[src/rtl/game_pkg.sv]
// Shared kart-link definitions: field widths, payload bit positions and rx parser states.
// Also used by the transmit-side packet builder so both ends agree on the layout.
package game_pkg;

  localparam int X_W    = 11;
  localparam int Y_W    = 11;
  localparam int DIR_W  = 9;
  localparam int GAME_W = 3;

  localparam int PL_W     = 40;
  localparam int PL_BYTES = 5;

  localparam int X_MSB    = 39;
  localparam int X_LSB    = 29;
  localparam int Y_MSB    = 28;
  localparam int Y_LSB    = 18;
  localparam int DIR_MSB  = 17;
  localparam int DIR_LSB  = 9;
  localparam int GAME_MSB = 8;
  localparam int GAME_LSB = 6;
  localparam int RST_BIT  = 5;

  typedef enum logic [2:0] {
    RX_IDLE,
    RX_PAYLOAD,
    RX_CHK,
    RX_WAIT_END,
    RX_DROP
  } rx_state_e;

  function automatic logic [7:0] sat_inc8(input logic [7:0] v);
    return (v == 8'hFF) ? v : v + 8'd1;
  endfunction

endpackage

[src/rtl/rx_link_timer.sv]
// Link liveness: counts cycles since the last committed frame and drops link_up at the timeout.
module rx_link_timer #(
  parameter int TIMEOUT_CYCLES = 6_500_000
) (
  input  logic clk,
  input  logic rst_n,
  input  logic commit_i,
  output logic link_up_o
);

  localparam int CW = $clog2(TIMEOUT_CYCLES + 1);
  localparam logic [CW-1:0] LIMIT = CW'(TIMEOUT_CYCLES);

  logic [CW-1:0] count_q, count_d;
  logic          link_up_q, link_up_d;

  // Counter parks at LIMIT so it never wraps back into the "alive" range.
  always_comb begin
    count_d   = count_q;
    link_up_d = link_up_q;
    if (commit_i) begin
      count_d   = '0;
      link_up_d = 1'b1;
    end else begin
      if (count_q != LIMIT) count_d = count_q + 1'b1;
      if (count_d == LIMIT) link_up_d = 1'b0;
    end
  end

  always_ff @(posedge clk or negedge rst_n) begin
    if (!rst_n) begin
      count_q   <= '0;
      link_up_q <= 1'b0;
    end else begin
      count_q   <= count_d;
      link_up_q <= link_up_d;
    end
  end

  assign link_up_o = link_up_q;

endmodule

[src/rtl/opp_packet_rx.sv]
// Opponent kart-state frame parser: validates header/length/checksum/direction,
// latches the fields on a good frame and strobes receive_axiiv for one cycle.
module opp_packet_rx
  import game_pkg::*;
#(
  parameter logic [7:0] HEADER         = 8'hA5,
  parameter int         DIR_MAX        = 359,
  parameter int         INIT_X         = 300,
  parameter int         INIT_Y         = 100,
  parameter int         INIT_DIR       = 90,
  parameter int         TIMEOUT_CYCLES = 6_500_000
) (
  input  logic              clk,
  input  logic              rst_n,
  input  logic              axiiv,
  input  logic [7:0]        axiid,
  output logic [X_W-1:0]    r_opp_x,
  output logic [Y_W-1:0]    r_opp_y,
  output logic [DIR_W-1:0]  r_opp_dir,
  output logic [GAME_W-1:0] r_opp_game,
  output logic              r_opp_rst,
  output logic              receive_axiiv,
  output logic              link_up,
  output logic [7:0]        rx_err_count
);

  rx_state_e         state_q;
  logic [2:0]        cnt_q;
  logic [PL_W-1:0]   shift_q;
  logic [7:0]        sum_q;
  logic [7:0]        chk_q;
  logic [X_W-1:0]    x_q;
  logic [Y_W-1:0]    y_q;
  logic [DIR_W-1:0]  dir_q;
  logic [GAME_W-1:0] game_q;
  logic              opp_rst_q;
  logic              strobe_q;
  logic [7:0]        err_q;

  logic frame_ok_d;
  logic commit_d;

  assign frame_ok_d = (chk_q == sum_q) && (shift_q[DIR_MSB:DIR_LSB] <= DIR_W'(DIR_MAX));
  assign commit_d   = (state_q == RX_WAIT_END) && !axiiv && frame_ok_d;

  always_ff @(posedge clk or negedge rst_n) begin
    if (!rst_n) begin
      state_q   <= RX_IDLE;
      cnt_q     <= '0;
      shift_q   <= '0;
      sum_q     <= '0;
      chk_q     <= '0;
      x_q       <= X_W'(INIT_X);
      y_q       <= Y_W'(INIT_Y);
      dir_q     <= DIR_W'(INIT_DIR);
      game_q    <= '0;
      opp_rst_q <= 1'b0;
      strobe_q  <= 1'b0;
      err_q     <= '0;
    end else begin
      strobe_q  <= 1'b0;
      opp_rst_q <= 1'b0;
      case (state_q)
        RX_IDLE: begin
          if (axiiv) begin
            if (axiid == HEADER) begin
              state_q <= RX_PAYLOAD;
              cnt_q   <= '0;
              sum_q   <= '0;
            end else begin
              state_q <= RX_DROP;
              err_q   <= sat_inc8(err_q);
            end
          end
        end
        RX_PAYLOAD: begin
          if (axiiv) begin
            shift_q <= {shift_q[PL_W-9:0], axiid};
            sum_q   <= sum_q + axiid;
            cnt_q   <= cnt_q + 3'd1;
            if (cnt_q == 3'(PL_BYTES - 1)) state_q <= RX_CHK;
          end else begin
            state_q <= RX_IDLE;
            err_q   <= sat_inc8(err_q);
          end
        end
        RX_CHK: begin
          if (axiiv) begin
            chk_q   <= axiid;
            state_q <= RX_WAIT_END;
          end else begin
            state_q <= RX_IDLE;
            err_q   <= sat_inc8(err_q);
          end
        end
        RX_WAIT_END: begin
          if (axiiv) begin
            state_q <= RX_DROP;
            err_q   <= sat_inc8(err_q);
          end else begin
            state_q <= RX_IDLE;
            if (commit_d) begin
              x_q       <= shift_q[X_MSB:X_LSB];
              y_q       <= shift_q[Y_MSB:Y_LSB];
              dir_q     <= shift_q[DIR_MSB:DIR_LSB];
              game_q    <= shift_q[GAME_MSB:GAME_LSB];
              opp_rst_q <= shift_q[RST_BIT];
              strobe_q  <= 1'b1;
            end else begin
              err_q <= sat_inc8(err_q);
            end
          end
        end
        RX_DROP: begin
          if (!axiiv) state_q <= RX_IDLE;
        end
        default: state_q <= RX_IDLE;
      endcase
    end
  end

  rx_link_timer #(
    .TIMEOUT_CYCLES(TIMEOUT_CYCLES)
  ) u_link_timer (
    .clk      (clk),
    .rst_n    (rst_n),
    .commit_i (commit_d),
    .link_up_o(link_up)
  );

  assign r_opp_x       = x_q;
  assign r_opp_y       = y_q;
  assign r_opp_dir     = dir_q;
  assign r_opp_game    = game_q;
  assign r_opp_rst     = opp_rst_q;
  assign receive_axiiv = strobe_q;
  assign rx_err_count  = err_q;

endmodule
[config.mk]
export PLATFORM = sky130hd
export DESIGN_NAME = opp_packet_rx
export DESIGN_NICKNAME = d
export VERILOG_FILES = /design/src/rtl/game_pkg.sv /design/src/rtl/rx_link_timer.sv /design/src/rtl/opp_packet_rx.sv
export SDC_FILE = /design/constraint.sdc
export NUM_CORES = 1
export LEC_CHECK = 0
export ABC_AREA = 1
export CORE_MARGIN = 4
export CORE_UTILIZATION = 35
export DETAILED_ROUTE_END_ITERATION = 12
export PLACE_DENSITY = 0.53
export SLEW_MARGIN = 10
export SYNTH_ARGS = -nofsm -noshare
export SYNTH_HDL_FRONTEND = slang
export SYNTH_SLANG_ARGS = --single-unit
[constraint.sdc]
create_clock -name clk -period 5.4 [get_ports clk]
set_input_delay 1.35 -clock clk [delete_from_list [all_inputs] [get_ports clk]]
set_output_delay 1.35 -clock clk [all_outputs]
set_load 0.02 [all_outputs]
# Word-level counts from Yosys, hierarchy flattened
# Index checks and enable logic that the tools add are counted.
# totals
regBits	130
latch_bits	0
ram_bits	0
romBits	0
inputBits	11
out_inout_bits	45
elab_cells	87
memories	0
# op_classes
addsub	4
n_mul	0
div_mod_pow	0
magnitude_cmp	1
eq_ne	18
shifts	0
n_mux	34
bitwise	1
n_reduce_logical	15
# ops
op	count
$mux W8	9
$mux W23	3
$mux W3	9
$pmux W8 S3	1
$add A23 B1 Y23 const B	1
$eq A23 B23 Y1 const B	1
$ne A23 B23 Y1 const B	1
$eq A8 B8 Y1 const B	2
$pmux W8 S2	1
$pmux W3 S5	1
$ne A2 B2 Y1 const B	6
$le A9 B9 Y1 const B	1
$add A8 B1 Y8 const B	1
$add A8 B8 Y8	1
$eq A8 B8 Y1	1
$mux W1	8
$eq A3 B2 Y1 const B	2
$eq A3 B3 Y1 const B	2
$ne A3 B3 Y1 const B	2
$pmux W3 S2	1
$reduce_and A3 Y1	2
$reduce_and A5 Y1	1
$reduce_and A2 Y1	2
$reduce_and A4 Y1	1
10 further kinds	13

# Longest topological paths before layout
# depth
depth_word	7
mapped_depth	15
mapped_depth_nobuf	15

# By module
# From an unflattened synthesis, not the netlist that was laid out.
# unflattened
hier_cells	823
area_unflattened_um2	6775.2
# by_module_without_submodules
mod	n_inst	cells_per_inst	area_per_inst_um2
opp_packet_rx	1	550	4998.5
rx_link_timer	1	273	1776.7

# Worst setup path before layout
# OpenSTA, ideal clock, no wires.
# synth_timing
path_type	in2reg
startpoint	input port axiid[0]
endpoint	register sum_q[6]
setup_time_ns	0.123
arrival_ns	2.674
slack_ns	2.603
stages	12
n_path_buf	0
cell_sequence	ha_1 -> fa_1 -> nand2_1 -> inv_1 -> nor2_1 -> nor2_1 -> o21ai_0 -> nand2_1 -> nand2_1 -> nand2_1 -> o21ai_0 -> nand2_1
# synth_between
elab_chain_len	3
word_cells_on_any_way	6
# synth_rtl
item	line_no	text
start, declared	opp_packet_rx.sv:16	input logic [7:0] axiid,
$add A8 B8 Y8 or $eq A8 B8 Y1 (tied branches)	opp_packet_rx.sv:79, opp_packet_rx.sv:66	
$mux W8 or $ne A2 B2 Y1 (tied branches)	n/a	
$pmux W8 S2 or $reduce_and A4 Y1 (tied branches)	n/a	
end signal, assigned	opp_packet_rx.sv:79	sum_q <= sum_q + axiid;
end, declared	opp_packet_rx.sv:30	logic [7:0] sum_q;
# Parallel ways exist; a longest one is shown, timed or not. The select of a mux whose other input is x is not followed.
# A chain may end at the register's enable or synchronous reset.

# Final worst setup path
# Same ends and word-level chain as after synthesis.

==> key figures <==
Run status
  – Outcome: completed

Clock tree
  – Clk slew on worst S/H paths: 0.06 ns
  – Clock Tree Buf Depth: 2
  – H-tree levels: 4
  – Post-cts repair resize count: 0
  – Root Buffer: clkbuf_16
  – Clk_lat worst skew: 0.41 ns
  – Num CTS Buffers: 17
  – TritonCTS Sinks: 130
  – Postcts setup bufs: 0
  – Post-CTS Hold Buffers: 0
  – CTS tree: yes

Routing
  – Top Metal Used: met4
  – DRT iter0 DRCs: 238
  – Met2 Routed Length: 6367 µm
  – Via density per instance: 4.679
  – Routed wire length: 13620 µm
  – Detailed-route via count: 4946
  – M1 WL: 6643 µm
  – Drt drc: 0
  – Final ANT Viol Nets: 0
  – Metal3 WL: 405 µm
  – Drt first pass iters: 4
  – Wirelength per Cell: 12.88 µm

STA
  – RSZ-0062 raised after global routing: false
  – Final setup fails: 0
  – Slew headroom: 46.69%
  – Worst-Margin Slew: 0.7996 ns
  – Post-route minimum period: 3.047 ns
  – Hold WS: 0.4775 ns
  – Fmax achieved: 0.3282 GHz
  – Max Slew Vio Count: 0
  – Final worst path period share: 56.42%
  – Sum Neg Setup Slack: 0 ns
  – Clk_skew: 0.009383 ns
  – Final hold viol count: 0

Critical path
  – Worst Path Required: 5.69 ns
  – Slowest CP cell: clkdlybuf4s50_1
  – Worst path arrival time: 3.34 ns
  – CP Buf/Inv Count: 2
  – Cell Chain, Critical Path: clkdlybuf4s50_1 -> ha_1 -> fa_1 -> nand2_1 -> inv_1 -> nor2_1 -> nor2_1 -> o21ai_0 -> nand2_1 -> nand2_1 -> nand2_1 -> o21ai_0 -> nand2_1
  – CP max FO: 3
  – CP dominant cell by count: nand2_1
  – Setup CP Type: primary input to flop
  – Worst setup EP type: flop
  – Setup crit start kind: primary input
  – Delay-heaviest family, CP: adder cells
  – Worst reg-to-reg setup slack: around 3.3 ns
  – Crit-path max cell delay: 0.46 ns

Cells and area
  – Core Util, Final: 43.68%
  – Layout Nets: roughly 840
  – P&R area growth vs syn: 21.50%
  – Final non-filler cell area: 0.007607 mm²
  – Share of cells above drive strength 1: 9.976%
  – Ant. Diodes: 0

Global route
  – Initial antenna violation count: 0
  – Total gr overflow: 0
  – First-pass GRT wire length: ~23000 µm
  – Total GRT Usage: between 10% and 20%
  – Vias in the first global route: 4871
  – Largest net degree at the start of global routing: 83

Synth
  – Post-synthesis cell area: 0.006261 mm²
  – Synth Instances: 762
  – Avg Inst Size Synth: around 8.2 µm²
  – Yosys reg bits: 130
  – Yosys top cell area share: 47.56%
  – Synth area leader: dfrtp_1
  – EDFF count, synth: 0
  – Synth Flop Type: dfrtp_1
  – Sequential fraction of the synthesis area: 52.18%
  – Synth warnings: 0
  – Most common cell in the netlist: nand2_1
  – Top post-synthesis cells by area: dfrtp_1, nand2_1, o21ai_0
  – Yosys cell types: 38
  – Syn Nets: 786
  – Post-synth ARST share: 100.0%
  – Synth top cells by count: nand2_1, dfrtp_1, inv_1

Placement
  – Hpwl dp: 9742 µm
  – DP Area: 0.007025 mm²
  – PortBufs: 55
  – RD Place Congestion: 0.8496

Die
  – Die Y: 141.8 µm
  – Ports: between 50 and 60
  – Core area: 0.01742 mm²
  – Starting density of the core: 35.95%
  – Die area: 0.02009 mm²
  – Chip width: approximately 140 µm
  – Rows: 48

Power
  – Leakage: 3.623 nW
  – Final Power: 0.002424 W
  – Power density over the cells: 318.7 mW/mm²
  – Peak supply drop: 0.2134 mV

Hold path
  – Hold WC Path Type: flop to flop

Job
  – Max cap viols: 0
==> kinds of logic after synthesis <==
| kind of cell | synth area share, % |
|---|---|
| and+or+nand+nor | 23.68 |
| muxes | 0.3597 |
| xor gates and xnor gates | 2.658 |
| AOI/OAI and AO/OA | 10.53 |
| buffers and inverters | 7.874 |
| DFF | 52.18 |
| adders and majority gates | 2.718 |
==> final timing paths <==
kind,to,cells past startpoint,startpoint
min reg2reg,shift_q[25]$_DFFE_PN0P_,2,shift_q[17]$_DFFE_PN0P_
max reg2reg,rx_err_count[6]$_DFFE_PN0P_,8,shift_q[12]$_DFFE_PN0P_
min,shift_q[25]$_DFFE_PN0P_,2,shift_q[17]$_DFFE_PN0P_
min in group asynchronous,sum_q[3]$_DFFE_PN0P_,1,rst_n
max,sum_q[6]$_DFFE_PN0P_,13,axiid[0]
max in group asynchronous,u_link_timer.count_q[22]$_DFF_PN0_,2,rst_n
==> layout make-up <==
class | instances | area [µm²]
fill | 1752 | 9809
sequential | 130 | 3267
multi-input combinational | 507 | 2509
timing repair buffer | 59 | 578.1
clock buffer | 18 | 429.2
inverter | 104 | 390.4
tap | 225 | 281.5
clock inverter | 14 | 152.6
==> per-layer routing <==
metal,vias to the layer above,track usage (%)
met1,2335,19.49
li1,2523,-
met2,75,22.74
met4,0,5.505
met5,-,0
met3,13,3.101
==> metrics by stage <==
stage,instances,worst slack [ns]
after floorplan,762,2.603
after global placement,1025,1.990
after detailed placement,1025,1.975
after CTS,1057,2.405
after global routing,1057,2.185
final,1057,2.353
==> cells in the final DEF (no fill, tap or decap), types with 4 or more instances in the layout <==
| cell | n |
|---|---|
| a21oi_1 | 11 |
| buf_4 | 5 |
| clkbuf_16 | 17 |
| clkdlybuf4s50_1 | 54 |
| dfrtp_1 | 119 |
| dfstp_2 | 11 |
| ha_1 | 12 |
| inv_1 | 98 |
| inv_2 | 6 |
| inv_6 | 5 |
| nand2_1 | 206 |
| nand2_2 | 9 |
| nand3_1 | 31 |
| nand4_1 | 6 |
| nor2_1 | 73 |
| nor2_2 | 8 |
| nor2_4 | 4 |
| nor3_1 | 7 |
| o21ai_0 | 88 |
| o21ai_1 | 7 |
| o22ai_1 | 5 |
| xor2_1 | 16 |
==> registers in the layout, indices dropped and copies added, names as in the netlist, 3 cells and up <==
signal	cells
shift_q	40
u_link_timer.count_q	23
r_opp_x	11
r_opp_y	11
r_opp_dir	9
chk_q	8
rx_err_count	8
sum_q	8
cnt_q	3
r_opp_game	3
state_q	3
==> power by group <==
group	switching (W)	total [W]	internal (W)
clock network	0.000436	0.00112	0.000686
registers	0.0000411	0.00106	0.00102
logic	0.000151	0.000245	0.0000944
total	0.000628	0.00242	0.00180
==> worst reg2reg max path, stage by stage, from the launching register on <==
cell      delay [ns]
dfrtp_1         0.39
o211ai_1        0.11
a21oi_1         0.26
nor2_1          0.10
nand2_2         0.08
buf_4           0.59
nand2_2         0.25
nand2_1         0.12
nand2_1         0.06
(Power assumes the default switching activity.)
